**config.mk**
```make
export PLATFORM = sky130hd
export DESIGN_NAME = vmm_result_uart
export DESIGN_NICKNAME = d
export VERILOG_FILES = /design/src/rtl/vmm_result_uart.sv
export SDC_FILE = /design/constraint.sdc
export NUM_CORES = 1
export LEC_CHECK = 0
export ABC_AREA = 0
export CORE_MARGIN = 4
export CORE_UTILIZATION = 45
export DETAILED_ROUTE_END_ITERATION = 6
export GPL_TIMING_DRIVEN = 0
export REMOVE_ABC_BUFFERS = 1
export SLEW_MARGIN = 20
export SYNTH_ARGS = -nofsm -noshare
export SYNTH_HDL_FRONTEND = slang
export SYNTH_SLANG_ARGS = --single-unit
```
**constraint.sdc**
```tcl
create_clock -name clk -period 2.13 [get_ports clk]
set_input_delay 0.5325 -clock clk [delete_from_list [all_inputs] [get_ports clk]]
set_output_delay 0.5325 -clock clk [all_outputs]
set_load 0.02 [all_outputs]
```
**src/rtl/vmm_result_uart.sv**
```systemverilog
// Result stage of the matrix-multiply engine: buffers {i,j,value} elements in a small
// FIFO, acknowledges each one, and streams them out as two 8N1 UART bytes.
module vmm_result_uart #(
  parameter int CLKS_PER_BIT = 16,
  parameter int FIFO_DEPTH   = 4,
  parameter int IDX_W        = 5
) (
  input  logic                          clk,
  input  logic                          rst,
  input  logic                          next_i,
  input  logic [7:0]                    vmm_data_i,
  input  logic [IDX_W-1:0]              i_i,
  input  logic [IDX_W-1:0]              j_i,
  output logic                          done_o,
  output logic                          tx_o,
  output logic                          busy_o,
  output logic [$clog2(FIFO_DEPTH):0]   fifo_cnt_o
);

  localparam int PTR_W  = $clog2(FIFO_DEPTH);
  localparam int CNT_W  = PTR_W + 1;
  localparam int BAUD_W = $clog2(CLKS_PER_BIT);

  typedef enum logic [1:0] {IDLE, START, DATA, STOP} state_t;

  logic [15:0]       fifoMem_q [FIFO_DEPTH];
  logic [PTR_W-1:0]  wrPtr_q, rdPtr_q;
  logic [CNT_W-1:0]  fifoCnt_q, fifoCnt_d;
  logic              armed_q, done_q, busy_q, busy_d;
  state_t            state_q;
  logic [BAUD_W-1:0] baudCnt_q;
  logic [2:0]        bitIdx_q;
  logic              byteSel_q;
  logic [15:0]       shift_q;
  logic              tx_q;

  logic       fifoFull, fifoEmpty, push, pop, lastTick, frameEnd;
  logic [7:0] curByte;

  // Only the low nibble of each index goes on the wire.
  if (IDX_W > 4) begin : g_idxHigh
    logic unusedIdxBits;
    assign unusedIdxBits = ^{i_i[IDX_W-1:4], j_i[IDX_W-1:4]};
  end

  assign fifoFull  = (fifoCnt_q == CNT_W'(FIFO_DEPTH));
  assign fifoEmpty = (fifoCnt_q == '0);
  assign push      = next_i & armed_q & ~fifoFull;
  assign pop       = (state_q == IDLE) & ~fifoEmpty;
  assign lastTick  = (baudCnt_q == BAUD_W'(CLKS_PER_BIT - 1));
  assign curByte   = byteSel_q ? shift_q[7:0] : shift_q[15:8];
  assign frameEnd  = (state_q == STOP) & lastTick & byteSel_q;

  always_comb begin
    fifoCnt_d = fifoCnt_q;
    if (push && !pop)
      fifoCnt_d = fifoCnt_q + CNT_W'(1);
    else if (pop && !push)
      fifoCnt_d = fifoCnt_q - CNT_W'(1);
  end

  // Busy is computed from next-state values so it stays high across the pop edge.
  assign busy_d = (fifoCnt_d != '0) | ~(((state_q == IDLE) & ~pop) | frameEnd);

  always_ff @(posedge clk) begin
    if (push)
      fifoMem_q[wrPtr_q] <= {i_i[3:0], j_i[3:0], vmm_data_i};
  end

  always_ff @(posedge clk or posedge rst) begin
    if (rst) begin
      wrPtr_q   <= '0;
      rdPtr_q   <= '0;
      fifoCnt_q <= '0;
    end else begin
      if (push)
        wrPtr_q <= wrPtr_q + PTR_W'(1);
      if (pop)
        rdPtr_q <= rdPtr_q + PTR_W'(1);
      fifoCnt_q <= fifoCnt_d;
    end
  end

  // Armed drops on accept and only re-arms once the engine lowers next_i.
  always_ff @(posedge clk or posedge rst) begin
    if (rst) begin
      armed_q <= 1'b1;
      done_q  <= 1'b0;
      busy_q  <= 1'b0;
    end else begin
      if (!next_i)
        armed_q <= 1'b1;
      else if (push)
        armed_q <= 1'b0;
      done_q <= push;
      busy_q <= busy_d;
    end
  end

  // tx_q is loaded with the level of the state being entered, so the line is glitch-free.
  always_ff @(posedge clk or posedge rst) begin
    if (rst) begin
      state_q   <= IDLE;
      baudCnt_q <= '0;
      bitIdx_q  <= '0;
      byteSel_q <= 1'b0;
      shift_q   <= '0;
      tx_q      <= 1'b1;
    end else begin
      case (state_q)
        IDLE: begin
          baudCnt_q <= '0;
          tx_q      <= 1'b1;
          if (pop) begin
            shift_q   <= fifoMem_q[rdPtr_q];
            byteSel_q <= 1'b0;
            state_q   <= START;
            tx_q      <= 1'b0;
          end
        end
        START: begin
          if (lastTick) begin
            baudCnt_q <= '0;
            bitIdx_q  <= '0;
            state_q   <= DATA;
            tx_q      <= curByte[0];
          end else begin
            baudCnt_q <= baudCnt_q + BAUD_W'(1);
          end
        end
        DATA: begin
          if (lastTick) begin
            baudCnt_q <= '0;
            if (bitIdx_q == 3'd7) begin
              state_q <= STOP;
              tx_q    <= 1'b1;
            end else begin
              bitIdx_q <= bitIdx_q + 3'd1;
              tx_q     <= curByte[bitIdx_q + 3'd1];
            end
          end else begin
            baudCnt_q <= baudCnt_q + BAUD_W'(1);
          end
        end
        STOP: begin
          if (lastTick) begin
            baudCnt_q <= '0;
            if (!byteSel_q) begin
              byteSel_q <= 1'b1;
              state_q   <= START;
              tx_q      <= 1'b0;
            end else begin
              state_q <= IDLE;
              tx_q    <= 1'b1;
            end
          end else begin
            baudCnt_q <= baudCnt_q + BAUD_W'(1);
          end
        end
        default: state_q <= IDLE;
      endcase
    end
  end

  assign done_o     = done_q;
  assign tx_o       = tx_q;
  assign busy_o     = busy_q;
  assign fifo_cnt_o = fifoCnt_q;

endmodule

```
==> run metrics <==
All-Layer GR Usage around 14%; part of the Yosys area used for sequential elements around two thirds; TNS Setup 0 ps; last weighted congestion value of the routability-driven placer approximately 0.72; number of buffers inserted for hold repair after clock tree synthesis 0; slowest library cell on the worst path sky130_fd_sc_hd__or4_1; switching fraction of total power between 20% and 30%; H-tree depth 3; horizontal die dimension about 110 um; leakage component of the power roughly 1.8 nW; area after detailed placement roughly 4600 sq um; setup slack of the worst register-to-register path 80 ps; wire length per cell after detailed routing 16.4 um; highest layer used for signal routing met4; Clock Skews roughly 14 ps; path type of the worst setup path reg2reg; post-detailed-route count of antenna-violating nets 0; number of antenna violations at the first check in global routing 0; status completed; arrival time of the worst setup path 2300 ps; post-synthesis cell type count 39; global-route wire length before repair approximately 12,000 um; TritonCTS clock tree built; Mean Syn Cell Area between 15 and 20 sq um; post-synthesis instance total between 200 and 300; internal cell power between 3 and 4 mW; # clock sinks a little over 100; pin count of the biggest net entering global routing 24; type of element launching the critical path flop; Buffers & Inverters on Critical Path 2; number of max-capacitance violations reported 0; critical path required time around 2400 ps; final worst path period share a little over nine tenths; net total in the final layout between 300 and 400; total of buffers placed on input and output ports 24; worst min path class in2async; antenna diode count 0; final count of hold timing violations 0; share of total power in sequential cells about 56%; Worst Path Max Fanout 11; NetSw 1.19 mW; number of warnings issued by yosys 0; ordered list of cells on the worst path inv_2 > ha_4 > nand2_2 > nand3_4 > clkinv_4 > mux2_4 > xnor2_2 > or4_1; FF-to-FF path depth 8; cell family with the largest share of critical-path delay simple AND/OR/NAND/NOR gates; total number of vias approximately 2,300; met2 wire length between 3000 and 4000 um; layout cells sized above 1 22.1%; Max transition margin 44.2%; Clock Path Buffers 2; WL final just over 7000 um; grt ovf 0; CTS buffer count 9; Ports 27; via count of the first global-routing pass ~2,400; DR vias/cell a little over 5; clock power share 27.5%; Initial DRC Count 97; Placed Instances 421; post-route cell area slightly below 5000 sq um; combinational share of power ~16%; delay of the slowest cell on the worst path between 400 and 500 ps; post-synthesis instance area roughly 4300 sq um; M1 WL 3310 um; Reg2Reg Launch Point fifo_cnt_o[0]$_DFF_PP0_; number of synthesized register bits roughly 100; clock latency on the worst-skew pair 370 ps; post-detailed-route DRC marker count 0; buffer cell driving the clock tree root sky130_fd_sc_hd__clkbuf_8; # setup viols final 0; Power Dens Cells slightly below 900 nW/um^2; Critical Path End Type flop; relative area change from synthesis to final layout 15.0%; slew of the pin with the lowest slew margin 837 ps; Initial Util 46.3%; chip height 106 um; Max Clock Freq slightly below 500 MHz; total met3 wirelength after detailed routing roughly 220 um; worst flop-to-flop path endpoint busy_o$_DFF_PP0_; total half-perimeter wirelength after legalization and detailed placement between 4000 and 5000 um; count of TritonRoute iterations in the first routing pass 4; number of max-slew violations in the final report 0; die area around 11,000 sq um; number of standard cells in the layout, taps in and fillers out about 440; clock transition at the registers of the reported paths 110 ps; maximum vdd drop 606 uV; Fillers between 700 and 800; row cnt 35; placeable core region between 9000 and 10,000 sq um; unrepaired setup endpoints after global routing true; source of the critical timing path fifo_cnt_o[0]$_DFF_PP0_; fin crit period about 2000 ps
-- state kept, by name, indices dropped and copies added, names as in the netlist --
register    cells
fifoMem_q      64
done_o          1
shift_q        16
tx_o            1
busy_o          1
armed_q         1
bitIdx_q        3
baudCnt_q       4
wrPtr_q         2
byteSel_q       1
rdPtr_q         2
fifo_cnt_o      3
state_q         2
-- stage by stage --
stage          power (mW)  hold slack (ps)  util, %  setup WS, ps
6_report             4.29              446     53.2          80.2
3_5_place_dp         3.07              462     50.3          -633
2_1_floorplan        2.82              440        -          -316
3_3_place_gp         3.04              456     50.0          -608
5_1_grt              4.53              485     53.2         -24.9
4_1_cts              4.29              450     52.8          2.76
-- logic make-up (layout without fill, tap and decap cells) --
logic type      after synthesis  count (layout)  synth area share (%)
simple gates                 83              84                  8.89
xor+xnor                      7               7                  1.87
mux                          26              26                  11.8
compound gates               22              22                  3.57
fa+ha+maj                    17              17                  4.85
flops                       101             101                  66.6
buf+inv                      23              55                  2.46
-- per-layer routing --
metal | global-route usage (%) | vias up
li1 | - | 1084
met1 | 18.8 | 1145
met2 | 23.8 | 25
met4 | 4.16 | 0
met5 | 0 | -
met3 | 3.55 | 5
-- cell usage after synthesis --
library cell	count	area, sq um
sky130_fd_sc_hd__nand2b_1	1	6.26
sky130_fd_sc_hd__nand3_2	1	10.0
sky130_fd_sc_hd__buf_6	2	22.5
sky130_fd_sc_hd__nand4b_1	1	8.76
sky130_fd_sc_hd__nand2_2	1	6.26
sky130_fd_sc_hd__nor2b_4	1	13.8
sky130_fd_sc_hd__buf_2	3	15.0
sky130_fd_sc_hd__inv_2	1	3.75
sky130_fd_sc_hd__mux2_2	4	45.0
sky130_fd_sc_hd__o21ai_0	5	25.0
sky130_fd_sc_hd__maj3_1	2	20.0
sky130_fd_sc_hd__nor2b_1	2	12.5
sky130_fd_sc_hd__ha_1	15	188
sky130_fd_sc_hd__nor3b_1	1	7.51
sky130_fd_sc_hd__dfrtp_1	35	876
sky130_fd_sc_hd__a221o_1	2	20.0
sky130_fd_sc_hd__nor2_2	1	6.26
sky130_fd_sc_hd__a21oi_1	5	25.0
sky130_fd_sc_hd__nor2_1	4	15.0
sky130_fd_sc_hd__o41ai_1	1	8.76
sky130_fd_sc_hd__xnor2_1	6	52.6
sky130_fd_sc_hd__xnor2_4	1	27.5
sky130_fd_sc_hd__nand3_1	3	15.0
sky130_fd_sc_hd__a32oi_1	1	8.76
sky130_fd_sc_hd__dfstp_2	2	52.6
sky130_fd_sc_hd__and3_1	2	12.5
sky130_fd_sc_hd__nand3b_1	1	7.51
sky130_fd_sc_hd__inv_1	10	37.5
sky130_fd_sc_hd__nand2_1	56	210
sky130_fd_sc_hd__o31ai_1	2	15.0
sky130_fd_sc_hd__mux4_2	19	428
sky130_fd_sc_hd__clkbuf_1	7	26.3
sky130_fd_sc_hd__a22o_1	5	43.8
sky130_fd_sc_hd__mux2i_1	3	30.0
sky130_fd_sc_hd__a31oi_1	1	6.26
sky130_fd_sc_hd__nor3_1	2	10.0
sky130_fd_sc_hd__and2_1	5	31.3
sky130_fd_sc_hd__edfxtp_1	64	1920
sky130_fd_sc_hd__or4_1	1	7.51
-- timing repair --
action,4_1_cts,5_1_grt
pin swaps,1,0
buffers inserted,1,2
setup endpoints to repair,69,3
gates resized for setup,13,10
cloned,1,0
-- worst max path at each step --
| stage | to | slack (ps) | cells after the start |
|---|---|---|---|
| 2_1_floorplan | busy_o$_DFF_PP0_ | -320 | 7 |
| 3_3_place_gp | busy_o$_DFF_PP0_ | -610 | 7 |
| 3_5_place_dp | busy_o$_DFF_PP0_ | -630 | 7 |
| 4_1_cts | busy_o$_DFF_PP0_ | 3 | 8 |
| 5_1_grt | busy_o$_DFF_PP0_ | -20 | 7 |
| 6_report | busy_o$_DFF_PP0_ | 80 | 8 |
-- layout by cell type, fill, tap and decap left out, types with 4 or more instances in the layout --
cell type | synthesis | routed
sky130_fd_sc_hd__xnor2_1 | 6 | 5
sky130_fd_sc_hd__nand2_1 | 56 | 55
sky130_fd_sc_hd__o21ai_0 | 5 | 4
sky130_fd_sc_hd__dfrtp_1 | 35 | 31
sky130_fd_sc_hd__and2_2 | 0 | 4
sky130_fd_sc_hd__a22o_1 | 5 | 5
sky130_fd_sc_hd__dfrtp_2 | 0 | 4
sky130_fd_sc_hd__a21oi_1 | 5 | 5
sky130_fd_sc_hd__ha_1 | 15 | 12
sky130_fd_sc_hd__clkbuf_8 | 0 | 9
sky130_fd_sc_hd__inv_2 | 1 | 4
sky130_fd_sc_hd__mux4_2 | 19 | 19
sky130_fd_sc_hd__clkdlybuf4s50_1 | 0 | 24
sky130_fd_sc_hd__edfxtp_1 | 64 | 64
sky130_fd_sc_hd__inv_1 | 10 | 6
sky130_fd_sc_hd__nor2_1 | 4 | 4
-- cell type report --
cell class,count,area [sq um],area share [%]
inverter,11,46.3,0.941
clock buffer,9,124,2.52
timing repair buffer,28,290,5.90
multi-input combinational,156,1380,28.0
tap,129,161,3.28
sequential,101,2860,58.0
clock inverter,7,63.8,1.30
-- power groups by stage --
stage	Clock (mW)	Sequential, mW	Combinational (mW)
4_1_cts	1.22	2.40	0.666
6_report	1.18	2.41	0.704
2_1_floorplan	0	2.46	0.359
3_3_place_gp	0	2.44	0.604
3_5_place_dp	0	2.45	0.619
5_1_grt	1.30	2.44	0.790
Power figures use the tool's default switching activity.
